[src/rtl/ififo_skew.sv]
// ififo_skew -- row-wide input FIFO feeding a systolic array, with optional
// diagonal read skew so lane i is popped i cycles after lane 0.
//
// Build option:
//   IFIFO_SKEW_EN  defined   : a pop launched by rd reaches lane i i edges later.
//                  undefined : all lanes pop on the edge that samples rd; o_busy = 0.
//
// Parameters:
//   row   - number of lanes (at least 2)
//   bw    - bits per lane word
//   depth - entries per lane (power of two, at least 2)
//
// Ports:
//   clk      - clock, rising edge
//   reset    - synchronous, active-high reset
//   in       - write row, lane i at [bw*(i+1)-1 : bw*i]
//   wr       - push one row into all lanes (dropped while o_full)
//   rd       - launch a pop of one row
//   out      - registered lane outputs, same mapping as in
//   o_valid  - per-lane strobe: lane holds a freshly popped word this cycle
//   o_full   - some lane holds depth entries
//   o_ready  - not o_full
//   o_empty  - every lane is empty
//   o_busy   - skewed lane pops still in flight
module ififo_skew #(
    parameter int row   = 8,
    parameter int bw    = 4,
    parameter int depth = 8
) (
    input  logic              clk,
    input  logic              reset,
    input  logic [row*bw-1:0] in,
    input  logic              wr,
    input  logic              rd,
    output logic [row*bw-1:0] out,
    output logic [row-1:0]    o_valid,
    output logic              o_full,
    output logic              o_ready,
    output logic              o_empty,
    output logic              o_busy
);

    localparam int AW = $clog2(depth);
    localparam int CW = AW + 1;

    logic [row-1:0] lane_req;
    logic [row-1:0] lane_full;
    logic [row-1:0] lane_empty;
    logic           wr_en;

`ifdef IFIFO_SKEW_EN
    // pend[j] carries a request destined for lane j+1; lane 0 uses rd directly.
    logic [row-2:0] pend;

    always_comb begin
        lane_req = {pend, rd};
        o_busy   = |pend;
    end

    always_ff @(posedge clk) begin
        if (reset) begin
            pend <= '0;
        end else begin
            pend <= lane_req[row-2:0];
        end
    end
`else
    always_comb begin
        lane_req = {row{rd}};
        o_busy   = 1'b0;
    end
`endif

    always_comb begin
        o_full  = |lane_full;
        o_ready = ~o_full;
        o_empty = &lane_empty;
        wr_en   = wr & ~o_full & ~reset;
    end

    for (genvar i = 0; i < row; i++) begin : g_lane
        logic [bw-1:0] mem [depth];
        logic [AW-1:0] wptr;
        logic [AW-1:0] rptr;
        logic [CW-1:0] count;
        logic [bw-1:0] lane_out;
        logic          lane_vld;
        logic          pop;

        assign lane_full[i]  = (count == CW'(depth));
        assign lane_empty[i] = (count == '0);
        assign pop           = lane_req[i] & ~lane_empty[i];
        assign out[bw*i +: bw] = lane_out;
        assign o_valid[i]      = lane_vld;

        always_ff @(posedge clk) begin
            if (wr_en) begin
                mem[wptr] <= in[bw*i +: bw];
            end
        end

        always_ff @(posedge clk) begin
            if (reset) begin
                wptr     <= '0;
                rptr     <= '0;
                count    <= '0;
                lane_out <= '0;
                lane_vld <= 1'b0;
            end else begin
                lane_vld <= pop;
                if (wr_en) begin
                    wptr <= wptr + 1'b1;
                end
                if (pop) begin
                    rptr     <= rptr + 1'b1;
                    lane_out <= mem[rptr];
                end
                // Simultaneous push and pop leaves the lane count unchanged.
                case ({wr_en, pop})
                    2'b10:   count <= count + 1'b1;
                    2'b01:   count <= count - 1'b1;
                    default: count <= count;
                endcase
            end
        end
    end

endmodule

[config.mk]
export PLATFORM = sky130hd
export DESIGN_NAME = ififo_skew
export DESIGN_NICKNAME = d
export VERILOG_FILES = /design/src/rtl/ififo_skew.sv
export SDC_FILE = /design/constraint.sdc
export NUM_CORES = 1
export LEC_CHECK = 0
export CAP_MARGIN = 0
export CORE_MARGIN = 5
export CORE_UTILIZATION = 57
export DETAILED_ROUTE_END_ITERATION = 8
export DONT_BUFFER_PORTS = 1
export PLACE_DENSITY_LB_ADDON = 0.3
export RECOVER_POWER = 100
export SETUP_SLACK_MARGIN = 0.2
export SLEW_MARGIN = 40
export SYNTH_ARGS = -nofsm -noshare
export SYNTH_HDL_FRONTEND = slang
export SYNTH_SLANG_ARGS = --single-unit
[constraint.sdc]
create_clock -name clk -period 4.4 [get_ports clk]
set_input_delay 1.32 -clock clk [delete_from_list [all_inputs] [get_ports clk]]
set_output_delay 1.32 -clock clk [all_outputs]
set_load 0.01 [all_outputs]
==> impl_summary.log <==
[metrics] Finished Cell Area: 17330 µm²
[metrics] PD cells: 622.5 nW/µm²
[metrics] pin count of the biggest net entering global routing: 147
[metrics] final number of max-transition violations: 0
[metrics] synthesis-stage register bit count: 376
[metrics] maximum resistive drop on vdd: slightly above 0.4 mV
[metrics] IO Count: 80
[metrics] setup repair after global routing missed its margin: no
[metrics] post-synth top area share: 47.87%
[metrics] amount of wire on met3 after detailed routing: roughly 1.5 mm
[metrics] Post-synth ARST share: 0%
[metrics] Critical Setup Path Class: flip-flop to flip-flop
[metrics] kind of capture point of the worst setup path: flip-flop
[metrics] class of the worst hold path: flip-flop to flip-flop
[metrics] Final Cycle Share: between 90% and 100%
[metrics] CTS buffer count: 39
[metrics] initial antenna violation count: 0
[metrics] Critical Path Slowest Stage Cell: nor4b_1
[metrics] maximum operating frequency: between 200 and 300 MHz
[metrics] worst endpoint data arrival time: about 4.1 ns
[metrics] drt initial violations: roughly 530
[metrics] total die area: roughly 32000 µm²
[metrics] Total Neg Setup Slack: 0 ns
[metrics] number of hold-repair buffers added at the cts stage: 0
[metrics] per-cell routed wire length: about 19 µm
[metrics] Worst setup SP type: flip-flop
[metrics] top metal layer carrying routed signals: met4
[metrics] largest driver fanout on the critical path: 38
[metrics] portion of the post-synthesis area used by sequential elements: around 63%
[metrics] total number of H-tree levels: 2
[metrics] cell internal pwr: 7392 µW
[metrics] final hold violations: 0
[metrics] clock tree from TritonCTS: done
[metrics] sum of routed wire length over all layers: about 28 mm
[metrics] clock tree skew after final layout: between 0.015 and 0.02 ns
[metrics] starting utilization of the core area: ~58%
[metrics] # Post-CTS Setup Buffers: 0
[metrics] post-route minimum period: between 3 and 4 ns
[metrics] per-instance average area after synthesis: 14.39 µm²
[metrics] Final Net Count: approximately 1.2k
[metrics] startpoint of the worst register-to-register path: g_lane[6].count[1]$_SDFFE_PP0P_
[metrics] first-pass GRT wire length: roughly 45 mm
[metrics] GPL Wtd Cong: approximately 0.76
[metrics] total congestion overflow: 0
[metrics] Final Util: just over 60%
[metrics] DPL Wire Length: approximately 19 mm
[metrics] number of flops mapped to enable cells by yosys: 256
[metrics] Max transition margin: a little under a third
[metrics] Fill cells: between 2k and 2.5k
[metrics] First-pass DRT Iterations: 4
[metrics] maximum clock path buffer count: 3
[metrics] switching portion of total power: 31.47%
[metrics] clock slew at reported path FFs: 0.06 ns
[metrics] Std-Cell Core Area: between 20000 and 30000 µm²
[metrics] Inserted Diodes: 0
[metrics] final setup margin: about 0.43 ns
[metrics] Tot GR Track Use: a little under a fifth
[metrics] worst slack after detailed placement: a little under 0.6 ns
[metrics] share of layout cells above drive strength 1: between 10% and 20%
[metrics] vias in the first global route: 8535
[metrics] Post-Synthesis Net Count: 1192
[metrics] run status: finished clean
[metrics] CP cell instances: nor4b_1 > nor4_1 > and4_1 > clkinv_2 > clkbuf_1 > nor4b_1
[metrics] maximum single-stage delay on the critical path: about 0.91 ns
[metrics] cell type with the highest aggregate area in the netlist: edfxtp_1
[metrics] Combinational Power Share: about 24%
[metrics] die span in y: around 180 µm
[metrics] number of standard cells after synthesis: roughly 1.1k
[metrics] number of resized instances in the post-cts repair step: 0
[metrics] instance area after placement: around 16000 µm²
[metrics] Max-Cap Viols: 0
[metrics] standby leakage power: roughly 0.0057 µW
[metrics] Chip Width: 177.9 µm
[metrics] FF-to-FF setup slack: 0.43 ns
[metrics] cell at the root of the clock tree: clkbuf_16
[metrics] worst path required time: about 4.5 ns
[metrics] Most Frequent Cell on Critical Path: nor4b_1
[metrics] vias after detailed routing: 8628
[metrics] synthesis-to-finish area growth: 7.900%
[metrics] number of standard-cell rows in the floorplan: 61
[metrics] hold path startpoint: g_lane[6].count[3]$_SDFFE_PP0P_
[metrics] number of setup violations in the final report: 0
[metrics] Slew @ Worst Pin: slightly above 1 ns
[metrics] Clk network pwr share: 29.4%
[metrics] synthesized cell area: 16060 µm²
[metrics] antenna viol nets, final: 0
[metrics] source-to-sink clock delay at the later pin of the worst-skew pair: between 0.5 and 0.6 ns
[metrics] met2 routed wirelength: roughly 14 mm
[metrics] port buffer count: 0
[metrics] synth top area cells: edfxtp_1 (48%), dfxtp_1 (15%), mux4_2 (9.0%), ha_1 (3.1%), mux2i_1 (3.0%)
[metrics] number of remaining DRC errors: 0
[metrics] most used flip-flop cell after synthesis: edfxtp_1
[metrics] number of library cell types mapped by synthesis: 45
[metrics] via density per instance: 5.752
[metrics] register share of total power: 46.2%
[metrics] number of synthesis warnings: 0
[metrics] clock sink total: between 300 and 400
[metrics] sw power: ~3400 µW
[metrics] routed metal-1 wire length: ~12 mm
[metrics] Crit. Startpoint: g_lane[6].count[1]$_SDFFE_PP0P_
-- area by class of cell --
cell class / count / area (µm²) / share of cell area [%]
Tap cell: 378 / 473.0 / 2.729
Multi-Input combinational cell: 632 / 5343 / 30.83
Sequential cell: 376 / 10090 / 58.22
Clock inverter: 18 / 146.4 / 0.8448
Inverter: 21 / 80.08 / 0.4621
Timing Repair Buffer: 23 / 90.09 / 0.5199
Clock buffer: 52 / 1107 / 6.390
-- routing by layer --
layer,GRT usage [%],up-vias
li1,-,4176
met1,23.52,4279
met2,30.73,134
met3,4.282,39
met4,4.512,0
met5,0,-
-- cell families after synthesis --
kind of cell	count (synthesis)	synth area share, %
buffers and inverters	108	3.069
muxes	127	13.02
DFF	376	62.82
and+or+nand+nor	323	11.87
xor gates and xnor gates	40	2.181
adders and majority gates	40	3.116
other	1	0.02335
AOI/OAI and AO/OA	101	3.903
-- placed cells by master (no fill, tap or decap), types with 25 or more instances in the layout --
cell / n
edfxtp_1: 256
dfxtp_1: 120
nor2_1: 102
mux4_2: 64
mux2i_1: 48
nand2_1: 43
clkbuf_16: 41
ha_1: 40
nor4_1: 38
xor2_1: 32
a21oi_1: 32
a211oi_1: 32
nand2b_1: 29
clkbuf_1: 29
nor4b_1: 25
-- metrics by stage --
| stage | hold slack [ns] | instances | power, µW |
|---|---|---|---|
| final | 0.4948 | 1500 | 10790 |
| after global placement | 0.4699 | 1430 | 7690 |
| after CTS | 0.4897 | 1500 | 11010 |
| after floorplan | 0.4650 | 1116 | 7220 |
| after detailed placement | 0.4801 | 1430 | 7803 |
| after global routing | 0.5331 | 1500 | 11460 |
-- path summary, 6_finish.rpt --
kind,end,depth (start not counted)
max,g_lane[5].mem[5][0]$_DFFE_PP_,6
max reg2reg,g_lane[5].mem[5][0]$_DFFE_PP_,6
min reg2reg,g_lane[6].count[3]$_SDFFE_PP0P_,2
min,g_lane[6].count[3]$_SDFFE_PP0P_,2
-- cell usage after synthesis, drive strengths merged (3+ instances only) --
| cell | number |
|---|---|
| nand3 | 12 |
| a21oi | 32 |
| mux4 | 64 |
| nand2b | 29 |
| clkbuf | 38 |
| inv | 21 |
| a21o | 5 |
| xnor2 | 8 |
| nand3b | 3 |
| mux2i | 48 |
| nor2b | 16 |
| nor2 | 102 |
| nand2 | 43 |
| buf | 49 |
| xor2 | 32 |
| nor4bb | 5 |
| nor4b | 29 |
| a211oi | 32 |
| o21ai | 22 |
| and4 | 8 |
| edfxtp | 256 |
| ha | 40 |
| or3 | 8 |
| nor4 | 39 |
| o22ai | 3 |
| dfxtp | 120 |
| mux2 | 15 |
| nor3 | 22 |
-- sequential cells by signal, indices dropped and copies added, names as in the netlist --
register         flops
g_lane.count        32
g_lane.lane_out     32
g_lane.lane_vld      8
g_lane.mem         256
g_lane.rptr         24
g_lane.wptr         24
-- worst max-delay path: cells and delay by family, from the launching register on --
family,cells,cell delay [ns]
buffers and inverters,2,1.04
DFF,1,0.47
and+or+nand+nor,4,2.06
-- power by group through the flow --
stage	logic, µW	clock network (µW)	registers, µW
after floorplan	2510	0	4710
after global placement	2650	0	5040
after detailed placement	2730	0	5070
after CTS	2740	3260	5000
after global routing	2970	3410	5080
final	2630	3170	4980
No activity file was read; power rests on OpenSTA's default activity.
